`config.mk`:
```
export PLATFORM = sky130hd
export DESIGN_NAME = decode_stage
export DESIGN_NICKNAME = d
export VERILOG_FILES = /design/src/rtl/decode_stage_pkg.sv /design/src/rtl/register_file.sv /design/src/rtl/decode_stage.sv
export SDC_FILE = /design/constraint.sdc
export NUM_CORES = 2
export LEC_CHECK = 0
export BUFFER_PORTS_ARGS = -buffer_cell sky130_fd_sc_hd__buf_2
export CAP_MARGIN = 30
export CELL_PAD_IN_SITES_DETAIL_PLACEMENT = 1
export CELL_PAD_IN_SITES_GLOBAL_PLACEMENT = 1
export CORE_ASPECT_RATIO = 1.1
export CORE_MARGIN = 2
export CORE_UTILIZATION = 25
export CTS_BUF_LIST = sky130_fd_sc_hd__clkbuf_4 sky130_fd_sc_hd__clkbuf_8 sky130_fd_sc_hd__clkbuf_16
export CTS_CLUSTER_SIZE = 14
export DETAILED_ROUTE_END_ITERATION = 6
export GPL_TIMING_DRIVEN = 0
export PLACE_DENSITY = 0.48
export SLEW_MARGIN = 0
export SYNTH_ARGS = -nofsm -noshare
export SYNTH_HDL_FRONTEND = slang
export SYNTH_SLANG_ARGS = --single-unit
export TNS_END_PERCENT = 1
```
`constraint.sdc`:
```
create_clock -name clk -period 47.4 [get_ports clk]
set_input_delay 7.11 -clock clk [delete_from_list [all_inputs] [get_ports clk]]
set_output_delay 7.11 -clock clk [all_outputs]
set_load 0.01 [all_outputs]
```
`src/rtl/decode_stage_pkg.sv`:
```
// Shared RV32I decode definitions: opcodes, control-word layout, ALU op codes and
// immediate extraction helpers used by the decode stage.
package decode_stage_pkg;

    localparam int unsigned XLEN     = 32;
    localparam int unsigned NREGS    = 32;
    localparam int unsigned RIDX_W   = 5;
    localparam int unsigned CTRL_W   = 9;
    localparam logic [31:0] NOP_INSN = 32'h0000_0013;

    localparam logic [6:0] OP_R      = 7'b0110011;
    localparam logic [6:0] OP_I      = 7'b0010011;
    localparam logic [6:0] OP_LOAD   = 7'b0000011;
    localparam logic [6:0] OP_STORE  = 7'b0100011;
    localparam logic [6:0] OP_BRANCH = 7'b1100011;
    localparam logic [6:0] OP_JAL    = 7'b1101111;
    localparam logic [6:0] OP_JALR   = 7'b1100111;
    localparam logic [6:0] OP_LUI    = 7'b0110111;
    localparam logic [6:0] OP_AUIPC  = 7'b0010111;

    // Control word: {reg_write,mem_read,mem_write,mem_to_reg,alu_src,branch,jump,alu_op[1:0]}
    localparam int unsigned CTRL_REG_WRITE  = 8;
    localparam int unsigned CTRL_MEM_READ   = 7;
    localparam int unsigned CTRL_MEM_WRITE  = 6;
    localparam int unsigned CTRL_MEM_TO_REG = 5;
    localparam int unsigned CTRL_ALU_SRC    = 4;
    localparam int unsigned CTRL_BRANCH     = 3;
    localparam int unsigned CTRL_JUMP       = 2;
    localparam int unsigned CTRL_ALU_OP_HI  = 1;
    localparam int unsigned CTRL_ALU_OP_LO  = 0;

    localparam logic [1:0] ALU_OP_ADD    = 2'b00;
    localparam logic [1:0] ALU_OP_BRANCH = 2'b01;
    localparam logic [1:0] ALU_OP_R      = 2'b10;
    localparam logic [1:0] ALU_OP_I      = 2'b11;

    function automatic logic [XLEN-1:0] imm_i(input logic [31:0] insn);
        return {{20{insn[31]}}, insn[31:20]};
    endfunction

    function automatic logic [XLEN-1:0] imm_s(input logic [31:0] insn);
        return {{20{insn[31]}}, insn[31:25], insn[11:7]};
    endfunction

    function automatic logic [XLEN-1:0] imm_b(input logic [31:0] insn);
        return {{19{insn[31]}}, insn[31], insn[7], insn[30:25], insn[11:8], 1'b0};
    endfunction

    function automatic logic [XLEN-1:0] imm_u(input logic [31:0] insn);
        return {insn[31:12], 12'b0};
    endfunction

    function automatic logic [XLEN-1:0] imm_j(input logic [31:0] insn);
        return {{11{insn[31]}}, insn[31], insn[19:12], insn[20], insn[30:21], 1'b0};
    endfunction

endpackage

```
`src/rtl/register_file.sv`:
```
// Two-read, one-write register file with x0 hardwired to zero and write-through
// bypass so a same-cycle writeback is visible to the reader.
module register_file
    import decode_stage_pkg::*;
(
    input  logic              clk,
    input  logic              reset,
    input  logic [RIDX_W-1:0] ra1,
    input  logic [RIDX_W-1:0] ra2,
    output logic [XLEN-1:0]   rdata1,
    output logic [XLEN-1:0]   rdata2,
    input  logic              we,
    input  logic [RIDX_W-1:0] wa,
    input  logic [XLEN-1:0]   wdata
);

    logic [XLEN-1:0] regs_q [NREGS];
    logic            wr_en;

    assign wr_en = we && (wa != '0);

    always_ff @(posedge clk or posedge reset) begin
        if (reset) begin
            for (int i = 0; i < NREGS; i++) begin
                regs_q[i] <= '0;
            end
        end else if (wr_en) begin
            regs_q[wa] <= wdata;
        end
    end

    always_comb begin
        rdata1 = '0;
        rdata2 = '0;
        if (ra1 != '0) begin
            rdata1 = (wr_en && (wa == ra1)) ? wdata : regs_q[ra1];
        end
        if (ra2 != '0) begin
            rdata2 = (wr_en && (wa == ra2)) ? wdata : regs_q[ra2];
        end
    end

endmodule

```
`src/rtl/decode_stage.sv`:
```
// RV32I decode stage: IF/ID register, control decode, immediate generation,
// load-use hazard detection and register file read with WB bypass.
module decode_stage
    import decode_stage_pkg::*;
(
    input  logic              clk,
    input  logic              reset,
    input  logic [XLEN-1:0]   PC,
    input  logic [31:0]       instruction,
    input  logic              flush,
    input  logic              ex_mem_read,
    input  logic [RIDX_W-1:0] ex_rd,
    input  logic              wb_reg_write,
    input  logic [RIDX_W-1:0] wb_rd,
    input  logic [XLEN-1:0]   wb_data,
    output logic              PCWrite,
    output logic              id_valid,
    output logic [XLEN-1:0]   id_pc,
    output logic [XLEN-1:0]   rs1_data,
    output logic [XLEN-1:0]   rs2_data,
    output logic [XLEN-1:0]   imm,
    output logic [RIDX_W-1:0] rs1,
    output logic [RIDX_W-1:0] rs2,
    output logic [RIDX_W-1:0] rd,
    output logic [2:0]        funct3,
    output logic [6:0]        funct7,
    output logic [CTRL_W-1:0] ctrl
);

    logic [31:0]       ifid_insn_q;
    logic [XLEN-1:0]   ifid_pc_q;
    logic              ifid_valid_q;
    logic [6:0]        opcode;
    logic [CTRL_W-1:0] dec_ctrl;
    logic              uses_rs2;
    logic              stall;

    always_ff @(posedge clk or posedge reset) begin
        if (reset) begin
            ifid_insn_q  <= NOP_INSN;
            ifid_pc_q    <= '0;
            ifid_valid_q <= 1'b0;
        end else if (flush) begin
            ifid_insn_q  <= NOP_INSN;
            ifid_valid_q <= 1'b0;
        end else if (!stall) begin
            ifid_insn_q  <= instruction;
            ifid_pc_q    <= PC;
            ifid_valid_q <= 1'b1;
        end
    end

    assign opcode = ifid_insn_q[6:0];
    assign rd     = ifid_insn_q[11:7];
    assign funct3 = ifid_insn_q[14:12];
    assign rs1    = ifid_insn_q[19:15];
    assign rs2    = ifid_insn_q[24:20];
    assign funct7 = ifid_insn_q[31:25];
    assign id_pc  = ifid_pc_q;

    always_comb begin
        dec_ctrl = '0;
        uses_rs2 = 1'b0;
        imm      = '0;
        case (opcode)
            OP_R: begin
                dec_ctrl[CTRL_REG_WRITE] = 1'b1;
                dec_ctrl[CTRL_ALU_OP_HI:CTRL_ALU_OP_LO] = ALU_OP_R;
                uses_rs2 = 1'b1;
            end
            OP_I: begin
                dec_ctrl[CTRL_REG_WRITE] = 1'b1;
                dec_ctrl[CTRL_ALU_SRC]   = 1'b1;
                dec_ctrl[CTRL_ALU_OP_HI:CTRL_ALU_OP_LO] = ALU_OP_I;
                imm = imm_i(ifid_insn_q);
            end
            OP_LOAD: begin
                dec_ctrl[CTRL_REG_WRITE]  = 1'b1;
                dec_ctrl[CTRL_MEM_READ]   = 1'b1;
                dec_ctrl[CTRL_MEM_TO_REG] = 1'b1;
                dec_ctrl[CTRL_ALU_SRC]    = 1'b1;
                imm = imm_i(ifid_insn_q);
            end
            OP_STORE: begin
                dec_ctrl[CTRL_MEM_WRITE] = 1'b1;
                dec_ctrl[CTRL_ALU_SRC]   = 1'b1;
                uses_rs2 = 1'b1;
                imm = imm_s(ifid_insn_q);
            end
            OP_BRANCH: begin
                dec_ctrl[CTRL_BRANCH] = 1'b1;
                dec_ctrl[CTRL_ALU_OP_HI:CTRL_ALU_OP_LO] = ALU_OP_BRANCH;
                uses_rs2 = 1'b1;
                imm = imm_b(ifid_insn_q);
            end
            OP_JAL: begin
                dec_ctrl[CTRL_JUMP]      = 1'b1;
                dec_ctrl[CTRL_REG_WRITE] = 1'b1;
                imm = imm_j(ifid_insn_q);
            end
            OP_JALR: begin
                dec_ctrl[CTRL_JUMP]      = 1'b1;
                dec_ctrl[CTRL_REG_WRITE] = 1'b1;
                imm = imm_i(ifid_insn_q);
            end
            OP_LUI, OP_AUIPC: begin
                dec_ctrl[CTRL_REG_WRITE] = 1'b1;
                dec_ctrl[CTRL_ALU_SRC]   = 1'b1;
                imm = imm_u(ifid_insn_q);
            end
            default: ;
        endcase
        // Writes to x0 are architecturally dead; drop them here so EX/WB never see them.
        if (rd == '0) begin
            dec_ctrl[CTRL_REG_WRITE] = 1'b0;
        end
    end

    // Load-use: the loaded value is not available until after EX's load completes.
    assign stall = ex_mem_read && (ex_rd != '0) && ifid_valid_q &&
                   ((ex_rd == rs1) || ((ex_rd == rs2) && uses_rs2));

    assign PCWrite  = !stall;
    assign id_valid = ifid_valid_q && !stall;
    assign ctrl     = id_valid ? dec_ctrl : '0;

    register_file u_register_file (
        .clk    (clk),
        .reset  (reset),
        .ra1    (rs1),
        .ra2    (rs2),
        .rdata1 (rs1_data),
        .rdata2 (rs2_data),
        .we     (wb_reg_write),
        .wa     (wb_rd),
        .wdata  (wb_data)
    );

endmodule

```
; After elaboration in Yosys (flattened, before gate mapping)
; Cells that the tools add are included.
[totals]
elab_cells = 109
out_inout_bits = 164
in_bits = 111
ram_bits = 0
ff_bits = 1089
romBits = 0
latchBits = 0
mem_count = 0
[op_classes]
n_reduce_logical = 23
muxes = 28
n_lt_le_gt_ge = 4
addsub = 0
n_shift = 0
n_mul = 0
div = 0
n_bitwise = 5
n_eq_ne = 14
[op_table]
columns = op, n
row1 = bitwise mux 1024 bit, 1
row2 = two-way mux 32 bit, 11
row3 = binary-select mux 32 bit (select 5 bit), 2
row4 = demux 32 bit (select 5 bit), 1
row5 = one-hot mux 32 bit (5 select lines), 1
row6 = == test 7 x 6 -> 1 bit (second input constant), 3
row7 = == test 7 bit (second input constant), 3
row8 = == test 5 bit, 4
row9 = nonzero test 5 bit, 4
row10 = greater-or-equal comparator 6 bit (second input constant), 3
row11 = NOT 5 -> 6 bit, 3
row12 = == test 7 x 5 -> 1 bit (second input constant), 2
row13 = two-way mux 1 bit, 10
row14 = logical AND 1 bit, 9
row15 = two-way mux 9 bit, 1
row16 = == test 7 x 2 -> 1 bit (second input constant), 1
row17 = OR reduction 7 bit, 1
row18 = less-than comparator 6 x 1 -> 1 bit (second input constant), 1
row19 = one-hot mux 2 bit (3 select lines), 1
row20 = OR reduction 3 bit, 2
row21 = zero test 5 bit, 1
row22 = OR reduction 5 bit, 1
row23 = OR reduction 2 bit, 2
row24 = inequality test 2 bit (second input constant), 1
row25 = 4 further kinds, 5

; Longest topological paths before layout
[logic_depth]
word_depth = 9
depth_mapped = 10
ltp_nobuf = 6

; By module
; Synthesis repeated with hierarchy kept, for this count alone.
[hier_totals]
cells_unflattened = 4218
hier_area_um2 = 59134.2
[by_module_without_submodules]
columns = module, cells_per_inst, seq_area_each_um2, n_inst, area_each_um2
row1 = register_file, 3874, 25624.6, 1, 55454.4
row2 = decode_stage, 344, 1630.3, 1, 3679.8

; Worst setup path after synthesis
; Ideal clock, no wire load.
[synth_path]
kind = input port to output port
start = input port wb_rd[4]
end = output port rs2_data[10]
path_stages = 9
arrival_time_ns = 8.710
setup_slack_ns = 31.580
path_buffers = 3
required_ns = 40.290
cell_sequence = buf_2 -> xor2_1 -> nor4_1 -> nand2_1 -> nor2_1 -> nor2b_1 -> clkbuf_1 -> buf_2 -> a221o_1
[synth_via]
elab_chain_len = 5
word_cells_on_any_way = 6
classes_between = 1 x eq/ne / 2 x mux / 3 x reduce/logical
[synth_lines]
columns = item, line_no
row1 = "start, declared", decode_stage.sv:14  ; input logic [RIDX_W-1:0] wb_rd,
row2 = nonzero test 5 bit, register_file.sv:20  ; assign wr_en = we && (wa != '0);
row3 = logical AND 1 bit, register_file.sv:20
row4 = logical AND 1 bit (*), register_file.sv:39  ; rdata2 = (wr_en && (wa == ra2)) ? wdata : regs_q[ra2];
row5 = two-way mux 32 bit (*), register_file.sv:39
row6 = two-way mux 32 bit (*), register_file.sv:38  ; if (ra2 != '0) begin
row7 = "end, declared", decode_stage.sv:20  ; output logic [XLEN-1:0] rs2_data,
; Every way passes the cells marked *; elsewhere a longest branch is shown, timed or not.

; Worst setup path after layout
[layout_path]
start = input port wb_rd[1]
end = output port rs2_data[11]
; Same word-level chain as after synthesis.

==> impl_metrics.csv <==
group,metric,value,unit
timing,setup_viol,0,
grt,antenna_found_initial,38,
run_status,outcome,"finished, final reports clean",
timing,fin_skew,0.01299,ns
clocking,clk_latency,0.80,ns
worst_setup_path,crit_slowest_cell,"nor2_1",
synth,syn_inst,4060,
clocking,clkSinkCount,1089,
worst_setup_path,crit_chain,"buf_2, clkbuf_1, xor2_1, nor4_1, nand2_1, nor2_1, nor2b_1, clkbuf_1, buf_2, a221o_1, buf_2",
synth,synth_seq_cells,1089,
placed_design,dp_hpwl,216.3,mm
floorplanning,rows,185,
synth,ys_types,60,
floorplanning,start_util,25.14,%
job,drv_cap,0,
placed_design,dp_cells,7530,
worst_setup_path,arrival,10.65,ns
placed_design,placed_area,65350,µm²
placed_design,place_congestion,0.9141,
timing,timing.hold.ws,0.4800,ns
final_layout,area_growth,20.49,%
floorplanning,io_pins,275,
timing,worst_slew_pin_slew,1.187,ns
timing,fin_ws,29.64,ns
route,routed_wl,293.2,mm
route,vias_per_cell,5.473,
final_layout,layout-drive-gt1-share,48.89,%
timing,rsz0062_at_grt,"false",
floorplanning,core_area,231000,µm²
power_and_ir_drop,ir_drop,42.57,µV
clocking,cts-root-buf,"clkbuf_16",
worst_setup_path,critPathMaxStageDelay,0.85,ns
timing,finalCritPeriodShare,37.46,%
power_and_ir_drop,p_leak,30.02,nW
synth,synth-edff-count,0,
grt,overflow,0,
hold_path,hp-class,"register to register",
worst_setup_path,ff2ff_setup_slack,43.85,ns
placed_design,place_ws,29.79,ns
worst_setup_path,cp_max_fo,10,
worst_setup_path,path_common_cell,"buf_2",
placed_design,io_buffers,271,
floorplanning,dieArea,236200,µm²
synth,syn_avg_cell_area,14.30,µm²
worst_setup_path,worstSetupPathType,"input pin to output port",
grt,grt_max_degree,123,
route,wl_per_cell,37.64,µm
power_and_ir_drop,power.density,42.31,nW/µm²
route,drc,0,
grt,grtUsageTotal,24.47,%
synth,async_reset_ff_share,100.0,%
clocking,cts_tree,"done",
clocking,cts_setup_buffers,0,
route,ant_nets,0,
worst_setup_path,endpoint_kind,"output port",
synth,synth.cell_area,58070,µm²
grt,grt_pass1_vias,44360,
final_layout,fin_area,69970,µm²
clocking,clk_pin_slew,0.06,ns
floorplanning,die_x,463.5,µm
timing,min_period,17.76,ns
worst_setup_path,setup.worst_path.start_class,"input pin",
power_and_ir_drop,power,2.961,mW
timing,final-hold-violation-count,0,
synth,synth.net_count,4171,
clocking,cts.htree.levels,4,
clocking,hold_buffers,0,
route,via_count,42640,
clocking,cts_resized,0,
timing,max_freq,56.32,MHz
clocking,clockBufferDepth,3,
route,first_iter_violations,3986,
synth,synth_top_flop_cell,"dfrtp_1",
synth,synth_warnings,0,
route,drtPass1Iterations,6,
clocking,cts_buffers,135,
final_layout,stdcell_count,7791,
worst_setup_path,crit_required,40.29,ns
final_layout,finish.net_count,4695,
timing,drv_slew,0,
timing,slew_headroom,18.84,%
grt,grt_first_pass_wirelength,397.8,mm
synth,seq_area_frac_synth,46.93,%
floorplanning,dieHeight,509.5,µm
-- cell families after synthesis --
family                    synth area share [%]
muxes                                    40.69
DFF                                      46.93
buffers and inverters                    3.768
and+or+nand+nor                          2.288
xor gates and xnor gates                0.3016
AOI/OAI and AO/OA                        6.026
-- cells in the final DEF (no fill, tap or decap), types with 20 or more instances in the layout --
| cell type | Yosys | layout |
|---|---|---|
| a22o_1 | 26 | 26 |
| a221oi_1 | 35 | 35 |
| a31oi_1 | 32 | 32 |
| nor2_1 | 80 | 79 |
| buf_16 | 0 | 28 |
| nor3_1 | 26 | 26 |
| dfrtp_1 | 1086 | 1086 |
| a21oi_1 | 64 | 64 |
| clkbuf_4 | 0 | 33 |
| mux2i_1 | 241 | 241 |
| mux2_4 | 30 | 30 |
| clkbuf_16 | 0 | 139 |
| a211oi_1 | 35 | 35 |
| o21ai_0 | 45 | 45 |
| buf_4 | 43 | 45 |
| clkbuf_8 | 0 | 39 |
| a21o_1 | 21 | 21 |
| mux2_2 | 1004 | 1004 |
| buf_8 | 0 | 77 |
| mux4_2 | 420 | 420 |
| buf_2 | 120 | 395 |
| buf_1 | 60 | 56 |
| nor2b_1 | 22 | 22 |
| clkbuf_2 | 0 | 20 |
| nand2_1 | 107 | 107 |
| o22ai_1 | 51 | 51 |
| a221o_1 | 59 | 59 |
| a22oi_1 | 69 | 69 |
| clkbuf_1 | 245 | 225 |
-- per-stage QoR --
stage / setup TNS, ns / utilization [%]
after CTS: 0 / 30.27
after detailed placement: 0 / 28.29
final: 0 / 30.29
after floorplan: 0 / -
after global routing: 0 / 30.28
after global placement: -6110.07 / 27.40
-- cell usage after synthesis (8+ instances only) --
| cell | n | share of area [%] |
|---|---|---|
| dfrtp_1 | 1086 | 47 |
| mux2_2 | 1004 | 19 |
| mux4_2 | 420 | 16 |
| clkbuf_1 | 245 | 1.6 |
| mux2i_1 | 241 | 4.2 |
| buf_2 | 120 | 1.0 |
| nand2_1 | 107 | 0.69 |
| nor2_1 | 80 | 0.52 |
| a22oi_1 | 69 | 0.89 |
| a21oi_1 | 64 | 0.55 |
| buf_1 | 60 | 0.39 |
| a221o_1 | 59 | 1.0 |
| o22ai_1 | 51 | 0.55 |
| o21ai_0 | 45 | 0.39 |
| buf_4 | 43 | 0.56 |
| a211oi_1 | 35 | 0.45 |
| a221oi_1 | 35 | 0.53 |
| a31oi_1 | 32 | 0.34 |
| mux2_4 | 30 | 0.78 |
| a22o_1 | 26 | 0.39 |
| nor3_1 | 26 | 0.22 |
| nor2b_1 | 22 | 0.24 |
| a21o_1 | 21 | 0.27 |
| nand3_1 | 18 | 0.16 |
| xor2_1 | 16 | 0.24 |
| o2111ai_1 | 10 | 0.15 |
| o211ai_1 | 9 | 0.12 |
| and2_1 | 8 | 0.086 |
| buf_6 | 8 | 0.16 |
-- registers in the layout, summed over array words and instances (netlist names) --
signal	cells
u_register_file.regs_q	1024
ifid_insn_q	32
ifid_valid_q	1
id_pc	32
-- worst paths after layout --
| check | startpoint | to | cells after the start |
|---|---|---|---|
| max in group asynchronous | reset | u_register_file.regs_q[248] | 6 |
| min reg2reg | u_register_file.regs_q[1009] | u_register_file.regs_q[1009] | 1 |
| max reg2reg | ifid_insn_q[21] | ifid_insn_q[21] | 6 |
| min in group asynchronous | reset | u_register_file.regs_q[130] | 2 |
| min | u_register_file.regs_q[1009] | u_register_file.regs_q[1009] | 1 |
| max | wb_rd[1] | rs2_data[11] | 11 |
-- power breakdown --
| group | switching (mW) | internal [mW] | total (mW) | leakage [nW] |
|---|---|---|---|---|
| sequential | 0.140 | 1.10 | 1.24 | 13.9 |
| clock | 0.452 | 0.631 | 1.08 | 2.30 |
| combinational | 0.318 | 0.320 | 0.638 | 13.8 |
| total | 0.909 | 2.05 | 2.96 | 30.0 |
-- critical path: cells and delay by family --
| family | cells | cell delay, ns |
|---|---|---|
| buffers and inverters | 5 | 1.52 |
| AO/OA/AOI/OAI | 1 | 0.51 |
| XOR/XNOR | 1 | 0.13 |
| AND/OR/NAND/NOR | 4 | 1.35 |
-- layer usage --
layer | share of wire, % | GRT usage, % | vias up | routed length (µm)
li1 | - | - | 16680 | -
met1 | 41 | 31.21 | 23440 | 120300
met2 | 46 | 39.13 | 1929 | 136100
met3 | 6.6 | 4.890 | 584 | 19230
met4 | 6.0 | 13.07 | 16 | 17520
met5 | 0.036 | 0 | - | 105
-- area by class of cell --
| class | count | area, µm² |
|---|---|---|
| fill | 24710 | 161000 |
| multi-input combinational | 2487 | 28630 |
| sequential | 1089 | 27250 |
| clock buffer | 211 | 4263 |
| tap | 3085 | 3860 |
| timing repair buffer | 387 | 3400 |
| buffer | 476 | 2188 |
| clock inverter | 34 | 302.8 |
| inverter | 8 | 37.54 |
| antenna | 14 | 35.03 |
Power figures use the tool's default switching activity.
